File: src/rtl/sprite_anim_ctrl_if.sv
// Control, position, scan and ROM-address signals between game logic and the
// sprite animation controller.
interface sprite_anim_ctrl_if #(
  parameter int unsigned ADDR_W = 16
);
  logic              frame_tick;
  logic              move_req;
  logic              attack_req;
  logic              hit_req;
  logic              facing_left;
  logic [9:0]        pos_x;
  logic [9:0]        pos_y;
  logic [9:0]        DrawX;
  logic [9:0]        DrawY;
  logic              blank;
  logic [ADDR_W-1:0] rom_address;
  logic              sprite_on;
  logic [1:0]        anim_state;
  logic              busy;
  logic              attack_active;

  modport master (
    output frame_tick, move_req, attack_req, hit_req, facing_left,
    output pos_x, pos_y, DrawX, DrawY, blank,
    input  rom_address, sprite_on, anim_state, busy, attack_active
  );

  modport slave (
    input  frame_tick, move_req, attack_req, hit_req, facing_left,
    input  pos_x, pos_y, DrawX, DrawY, blank,
    output rom_address, sprite_on, anim_state, busy, attack_active
  );
endinterface

File: src/rtl/sprite_anim_ctrl.sv
// Per-fighter animation sequencer (idle/walk/attack/hit) and sprite-ROM address
// generator for a frame-stacked sprite ROM.
module sprite_anim_ctrl #(
  parameter int unsigned SPR_W       = 64,
  parameter int unsigned SPR_H       = 64,
  parameter int unsigned FRAMES_WALK = 4,
  parameter int unsigned FRAMES_ATK  = 3,
  parameter int unsigned ATK_HIT_FRM = 1,
  parameter int unsigned HOLD        = 6,
  parameter int unsigned ADDR_W      = 16
) (
  input logic              vga_clk,
  input logic              reset,
  sprite_anim_ctrl_if.slave bus
);

  localparam int unsigned LX_W  = $clog2(SPR_W);
  localparam int unsigned LY_W  = $clog2(SPR_H);
  localparam int unsigned CNT_W = $clog2(2 * HOLD) + 1;
  localparam int unsigned FI_W  = $clog2(FRAMES_WALK + FRAMES_ATK) + 1;
  localparam int unsigned FRM_W = $clog2(FRAMES_WALK + FRAMES_ATK + 2) + 1;

  typedef enum logic [1:0] {
    StIdle   = 2'd0,
    StWalk   = 2'd1,
    StAttack = 2'd2,
    StHit    = 2'd3
  } state_t;

  state_t            state_q, state_d, nxt;
  logic [CNT_W-1:0]  hold_q, hold_d;
  logic [FI_W-1:0]   fidx_q, fidx_d;
  logic              pend_atk_q, pend_atk_d, pend_hit_q, pend_hit_d;
  logic              eff_atk, eff_hit;
  logic [FRM_W-1:0]  frame_d;
  logic [ADDR_W-1:0] base_q, base_d;
  logic              busy_q, atk_act_q;
  logic [ADDR_W-1:0] addr_q;
  logic              on_q;

  // Window test and local sprite coordinates for the current scan position
  logic [10:0]     dx, dy;
  logic            in_win;
  logic [LX_W-1:0] lx;
  logic [LY_W-1:0] ly;

  // Next-state: requests are sticky until the next tick; all sequencing happens on a tick
  always_comb begin
    state_d    = state_q;
    nxt        = state_q;
    hold_d     = hold_q;
    fidx_d     = fidx_q;
    eff_atk    = pend_atk_q | bus.attack_req;
    eff_hit    = pend_hit_q | bus.hit_req;
    pend_atk_d = eff_atk;
    pend_hit_d = eff_hit;
    if (bus.frame_tick) begin
      pend_atk_d = 1'b0;
      pend_hit_d = 1'b0;
      unique case (state_q)
        StIdle, StWalk: begin
          if (eff_hit)           nxt = StHit;
          else if (eff_atk)      nxt = StAttack;
          else if (bus.move_req) nxt = StWalk;
          else                   nxt = StIdle;
          if (nxt != state_q) begin
            state_d = nxt;
            hold_d  = '0;
            fidx_d  = '0;
          end else if (state_q == StWalk) begin
            if (hold_q == CNT_W'(HOLD - 1)) begin
              hold_d = '0;
              fidx_d = (fidx_q == FI_W'(FRAMES_WALK - 1)) ? '0 : fidx_q + 1'b1;
            end else begin
              hold_d = hold_q + 1'b1;
            end
          end
        end
        StAttack: begin
          if (eff_hit) begin
            state_d = StHit;
            hold_d  = '0;
            fidx_d  = '0;
          end else if (hold_q == CNT_W'(HOLD - 1)) begin
            hold_d = '0;
            if (fidx_q == FI_W'(FRAMES_ATK - 1)) begin
              state_d = bus.move_req ? StWalk : StIdle;
              fidx_d  = '0;
            end else begin
              fidx_d = fidx_q + 1'b1;
            end
          end else begin
            hold_d = hold_q + 1'b1;
          end
        end
        StHit: begin
          // A fresh hit restarts the stagger; pending attacks are simply discarded
          if (eff_hit) begin
            hold_d = '0;
          end else if (hold_q == CNT_W'(2 * HOLD - 1)) begin
            state_d = StIdle;
            hold_d  = '0;
          end else begin
            hold_d = hold_q + 1'b1;
          end
        end
      endcase
    end
  end

  // Frame number of the next state, converted to its ROM base address
  always_comb begin
    frame_d = '0;
    unique case (state_d)
      StIdle:   frame_d = '0;
      StWalk:   frame_d = FRM_W'(1) + FRM_W'(fidx_d);
      StAttack: frame_d = FRM_W'(1 + FRAMES_WALK) + FRM_W'(fidx_d);
      StHit:    frame_d = FRM_W'(1 + FRAMES_WALK + FRAMES_ATK);
    endcase
    base_d = ADDR_W'(frame_d) << (LX_W + LY_W);
  end

  // Sequencer state; base only moves on a tick so a displayed frame never tears
  always_ff @(posedge vga_clk) begin
    if (reset) begin
      state_q    <= StIdle;
      hold_q     <= '0;
      fidx_q     <= '0;
      pend_atk_q <= 1'b0;
      pend_hit_q <= 1'b0;
      base_q     <= '0;
      busy_q     <= 1'b0;
      atk_act_q  <= 1'b0;
    end else begin
      state_q    <= state_d;
      hold_q     <= hold_d;
      fidx_q     <= fidx_d;
      pend_atk_q <= pend_atk_d;
      pend_hit_q <= pend_hit_d;
      if (bus.frame_tick) base_q <= base_d;
      busy_q     <= (state_d == StAttack) || (state_d == StHit);
      atk_act_q  <= (state_d == StAttack) && (fidx_d == FI_W'(ATK_HIT_FRM));
    end
  end

  // 11-bit compares so a window hanging off the right/bottom edge clips instead of wrapping
  always_comb begin
    dx     = {1'b0, bus.DrawX} - {1'b0, bus.pos_x};
    dy     = {1'b0, bus.DrawY} - {1'b0, bus.pos_y};
    in_win = bus.blank
          && ({1'b0, bus.DrawX} >= {1'b0, bus.pos_x})
          && ({1'b0, bus.DrawX} <  {1'b0, bus.pos_x} + 11'(SPR_W))
          && ({1'b0, bus.DrawY} >= {1'b0, bus.pos_y})
          && ({1'b0, bus.DrawY} <  {1'b0, bus.pos_y} + 11'(SPR_H));
    lx     = bus.facing_left ? LX_W'(SPR_W - 1) - dx[LX_W-1:0] : dx[LX_W-1:0];
    ly     = dy[LY_W-1:0];
  end

  // Registered ROM address; the ROM itself samples on the falling edge
  always_ff @(posedge vga_clk) begin
    if (reset) begin
      addr_q <= '0;
      on_q   <= 1'b0;
    end else begin
      addr_q <= in_win ? base_q + ADDR_W'({ly, lx}) : '0;
      on_q   <= in_win;
    end
  end

  assign bus.rom_address   = addr_q;
  assign bus.sprite_on     = on_q;
  assign bus.anim_state    = state_q;
  assign bus.busy          = busy_q;
  assign bus.attack_active = atk_act_q;

endmodule

File: src/flat_wrapper.sv
// flat-port wrapper written by rule: the top's interface ports become plain ports
module sprite_anim_ctrl_flat 
#(
  parameter int unsigned SPR_W       = 64,
  parameter int unsigned SPR_H       = 64,
  parameter int unsigned FRAMES_WALK = 4,
  parameter int unsigned FRAMES_ATK  = 3,
  parameter int unsigned ATK_HIT_FRM = 1,
  parameter int unsigned HOLD        = 6,
  parameter int unsigned ADDR_W      = 16
)
  (vga_clk, reset, bus_frame_tick, bus_move_req, bus_attack_req, bus_hit_req, bus_facing_left, bus_pos_x, bus_pos_y, bus_DrawX, bus_DrawY, bus_blank, bus_rom_address, bus_sprite_on, bus_anim_state, bus_busy, bus_attack_active);
  sprite_anim_ctrl_if #(.ADDR_W(ADDR_W)) bus_i ();
  input logic vga_clk;
  input logic reset;
  input wire logic [$bits(bus_i.frame_tick)-1:0] bus_frame_tick;
  input wire logic [$bits(bus_i.move_req)-1:0] bus_move_req;
  input wire logic [$bits(bus_i.attack_req)-1:0] bus_attack_req;
  input wire logic [$bits(bus_i.hit_req)-1:0] bus_hit_req;
  input wire logic [$bits(bus_i.facing_left)-1:0] bus_facing_left;
  input wire logic [$bits(bus_i.pos_x)-1:0] bus_pos_x;
  input wire logic [$bits(bus_i.pos_y)-1:0] bus_pos_y;
  input wire logic [$bits(bus_i.DrawX)-1:0] bus_DrawX;
  input wire logic [$bits(bus_i.DrawY)-1:0] bus_DrawY;
  input wire logic [$bits(bus_i.blank)-1:0] bus_blank;
  output wire logic [$bits(bus_i.rom_address)-1:0] bus_rom_address;
  output wire logic [$bits(bus_i.sprite_on)-1:0] bus_sprite_on;
  output wire logic [$bits(bus_i.anim_state)-1:0] bus_anim_state;
  output wire logic [$bits(bus_i.busy)-1:0] bus_busy;
  output wire logic [$bits(bus_i.attack_active)-1:0] bus_attack_active;
  assign bus_i.frame_tick = bus_frame_tick;
  assign bus_i.move_req = bus_move_req;
  assign bus_i.attack_req = bus_attack_req;
  assign bus_i.hit_req = bus_hit_req;
  assign bus_i.facing_left = bus_facing_left;
  assign bus_i.pos_x = bus_pos_x;
  assign bus_i.pos_y = bus_pos_y;
  assign bus_i.DrawX = bus_DrawX;
  assign bus_i.DrawY = bus_DrawY;
  assign bus_i.blank = bus_blank;
  assign bus_rom_address = bus_i.rom_address;
  assign bus_sprite_on = bus_i.sprite_on;
  assign bus_anim_state = bus_i.anim_state;
  assign bus_busy = bus_i.busy;
  assign bus_attack_active = bus_i.attack_active;
  sprite_anim_ctrl #(.SPR_W(SPR_W), .SPR_H(SPR_H), .FRAMES_WALK(FRAMES_WALK), .FRAMES_ATK(FRAMES_ATK), .ATK_HIT_FRM(ATK_HIT_FRM), .HOLD(HOLD), .ADDR_W(ADDR_W)) u_core (.vga_clk(vga_clk), .reset(reset), .bus(bus_i));
endmodule
File: config.mk
export PLATFORM = sky130hd
export DESIGN_NAME = sprite_anim_ctrl_flat
export DESIGN_NICKNAME = d
export VERILOG_FILES = /design/src/rtl/sprite_anim_ctrl_if.sv /design/src/rtl/sprite_anim_ctrl.sv /design/src/flat_wrapper.sv
export SDC_FILE = /design/constraint.sdc
export NUM_CORES = 1
export LEC_CHECK = 0
export ABC_AREA = 1
export BUFFER_PORTS_ARGS = -buffer_cell sky130_fd_sc_hd__buf_4
export CORE_ASPECT_RATIO = 0.75
export CORE_MARGIN = 3
export CORE_UTILIZATION = 54
export DETAILED_ROUTE_END_ITERATION = 16
export PLACE_DENSITY_LB_ADDON = 0.05
export REMOVE_ABC_BUFFERS = 1
export SYNTH_ARGS = -nofsm -noshare
export SYNTH_HDL_FRONTEND = slang
export SYNTH_SLANG_ARGS = --single-unit
File: constraint.sdc
create_clock -name vga_clk -period 3.2 [get_ports vga_clk]
set_clock_uncertainty 0.15 [all_clocks]
set_input_delay 0.48 -clock vga_clk [delete_from_list [all_inputs] [get_ports vga_clk]]
set_output_delay 0.48 -clock vga_clk [all_outputs]
set_load 0.01 [all_outputs]
==> results.json <==
{
  "result_of_the_run": "completed",
  "hold_violations": 0,
  "flow.area_growth_from_synthesis_pct": 23.0,
  "cts-htree-levels": 2,
  "critical_path.n_buffers_inverters": 4,
  "wire_length_of_the_first_global_routing_pass_um": 11100,
  "clock_sink_count": 36,
  "number_of_global_route_vias_before_repair": 2400,
  "power_density_nw_per_um2": 340,
  "timing.max_cap.violations": 0,
  "worst_setup_hold_path_clk_slew_ns": 0.08,
  "antennaDiodeCount": 0,
  "final.period_utilization_pct": 88.8,
  "dominantRegCellSynth": "sky130_fd_sc_hd__dfxtp_1",
  "synthesis.area_per_instance_um2": 7.17,
  "ys_async_sr_fraction_pct": 0,
  "setup.worst_path.end_class": "register",
  "worstSkewPairLatency_ns": 0.29,
  "cts_repair_resize_count": 0,
  "rsz0062_at_grt": "no",
  "final-setup-viol-count": 0,
  "cts_setup_buffers": 0,
  "slowest_delay_ns": 0.41,
  "ioPinCount": 69,
  "timing.critical_path.cells": "inv_1 > ha_1 > nand2_1 > inv_1 > nand2_2 > inv_1 > o21ai_0 > o21ai_0 > o21ai_0 > inv_1 > ha_1 > nand3_1 > o21ai_1 > nand2_1 > nand3_1 > nand2_1 > nand2_1 > nand2_1",
  "grt_overflow_total": 0,
  "post_route_wl_um": 6580,
  "timing.max_slew.rel_slack_pct": 67.1,
  "floorplan.initialDensity_pct": 57.6,
  "detail_route.first_pass.iterations": 5,
  "largest_net_degree_at_the_start_of_global_routing": 18,
  "root_buffer": "sky130_fd_sc_hd__clkbuf_8",
  "static-leakage-power_nw": 1.83,
  "worst_setup_path_start_kind": "register",
  "cp_top_family": "compound AO/OA/AOI/OAI gates",
  "synthDistinctLibCells": 40,
  "fillCellCount": 446,
  "layout.area.seq_um2": 721,
  "yosysWarnings": 0,
  "worst_ep_required_time_ns": 3.24,
  "cts.hold.buffers_added": 0,
  "post_drt_wl_per_cell_um": 12.0,
  "fraction_of_layout_cells_with_a_size_suffix_above_1_pct": 24.1,
  "dr_drc_count": 0,
  "synth_sequential_area_ratio_pct": 25.0,
  "max_freq_mhz": 352,
  "floorplan.rows": 22,
  "ys_ff_latch": 36,
  "post-route-util_pct": 70.8,
  "setup_total_negative_slack_ns": 0,
  "synth_enable_flop_cells": 0,
  "drtIter0Drc": 153,
  "tritoncts_clock_tree": "yes",
  "post_drt_via_cell_ratio": 4.98,
  "max_slew.worst_pin.slew_ns": 0.489,
  "vdd_drop_max_uv": 262,
  "finish.net_count": 564,
  "numCtsBuffers": 5,
  "die-width_um": 90.4,
  "gp_congestion": 0.918,
  "dr_total_vias": 2720,
  "die-height_um": 69.3,
  "core_um2": 5010,
  "slew_viol_final": 0,
  "place.detailed.hpwl_um": 5510,
  "timing.hold.ws_ns": 0.293,
  "timing.critical_path.fanout_max": 9,
  "min_period_ns": 2.84,
  "post_synth_instance_area_um2": 2880,
  "layout_commonest_cell": "sky130_fd_sc_hd__nand2_1",
  "cp_slowest_cell": "sky130_fd_sc_hd__o21ai_0",
  "synth_cells": 402,
  "die-area_um2": 6260,
  "placement.io_buffers": 68,
  "detail-route-antenna-nets": 0,
  "most_used_cells_in_the_layout_excluding_fill_and_tap_cells": "sky130_fd_sc_hd__nand2_1 (69), sky130_fd_sc_hd__buf_4 (68), sky130_fd_sc_hd__inv_1 (66), sky130_fd_sc_hd__ha_1 (41), sky130_fd_sc_hd__nor2_1 (37)",
  "multi_input_comb_area_um2": 1870,
  "clk_path_buf_depth": 2,
  "path_common_cell": "sky130_fd_sc_hd__nand2_1",
  "worstHoldPathType": "register to register",
  "initial_antenna_violation_count": 0,
  "critPathKind": "register to register",
  "worst_path_arrival_time_ns": 2.88,
  "grt_resource_usage_total_pct": 21.4
}
==> sequential cells by signal, indices dropped and copies added (netlist names) <==
name                      flops
u_core.base_q                 4
u_core.bus.anim_state         2
u_core.bus.attack_active      1
u_core.bus.busy               1
u_core.bus.rom_address       16
u_core.bus.sprite_on          1
u_core.fidx_q                 4
u_core.hold_q                 5
u_core.pend_atk_q             1
u_core.pend_hit_q             1
==> cell type report <==
type	count	area share (%)
multi-input cells	291	52.8
well taps	72	2.54
clock buffers	5	1.94
flip-flops and latches	36	20.3
inverters	71	7.51
repair buffers	68	14.4
clock inverters	3	0.529
==> logic make-up (layout without fill, tap and decap cells) <==
logic type	after synthesis	after routing	share of synthesized area [%]
flip-flops	36	36	25.0
adder cells (fa/ha/maj)	43	43	19.2
XOR/XNOR	20	20	6.07
AO/OA/AOI/OAI	59	59	12.1
buffers and inverters	75	147	10.1
AND/OR/NAND/NOR	169	169	27.6
==> power by group <==
group / internal (mW) / switching, mW
combinational: 0.175 / 0.225
clock: 0.152 / 0.170
sequential: 0.467 / 0.0163
total: 0.794 / 0.412
==> Yosys cell counts, types with 4 or more instances <==
master                     n  share of area (%)
sky130_fd_sc_hd__a21oi_1  23                4.0
sky130_fd_sc_hd__dfxtp_1  36                 25
sky130_fd_sc_hd__ha_1     41                 18
sky130_fd_sc_hd__inv_1    66                8.6
sky130_fd_sc_hd__inv_2     5               0.65
sky130_fd_sc_hd__nand2_1  69                9.0
sky130_fd_sc_hd__nand2_2   5                1.1
sky130_fd_sc_hd__nand3_1  21                3.6
sky130_fd_sc_hd__nand4_1   4               0.87
sky130_fd_sc_hd__nor2_1   37                4.8
sky130_fd_sc_hd__nor2_2   13                2.8
sky130_fd_sc_hd__nor3_1    4               0.69
sky130_fd_sc_hd__o21ai_0  15                2.6
sky130_fd_sc_hd__or2_2     5                1.1
sky130_fd_sc_hd__xnor2_1   8                2.4
sky130_fd_sc_hd__xor2_1   12                3.6
==> metrics by stage <==
stage	power [mW]	cells	instance area (um^2)	setup slack, ns
floorplan	0.760	398	2860	0.742
global placement	0.882	538	3460	0.475
detailed placement	0.889	538	3460	0.437
CTS	1.22	546	3550	0.426
global route	1.30	546	3550	0.0700
finish	1.21	546	3550	0.360
==> worst paths after layout <==
path                     startpoint                          to  slack [ns]  cells after the start
hold reg to reg   u_core.base_q[15]  u_core.bus.rom_address[15]        0.29                      2
hold / removal    u_core.base_q[15]  u_core.bus.rom_address[15]        0.29                      2
setup reg to reg   u_core.hold_q[1]           u_core.base_q[15]        0.36                     18
setup / recovery   u_core.hold_q[1]           u_core.base_q[15]        0.36                     18
==> routing by layer <==
layer  up-vias  routed length, um  global-route usage (%)
li1       1435                  -                       -
met1      1183               3410                    32.1
met2        98               2650                    30.6
met3         4                461                    5.64
met4         0                 48                    4.07
met5         -                  0                       0
==> worst min-delay path, delay by kind of cell (launching register included) <==
family                 cells  cell delay, ns
flip-flops                 1            0.32
buffers and inverters      1            0.06
AND/OR/NAND/NOR            1            0.03
Note: power is estimated with default switching activity, not from simulation.
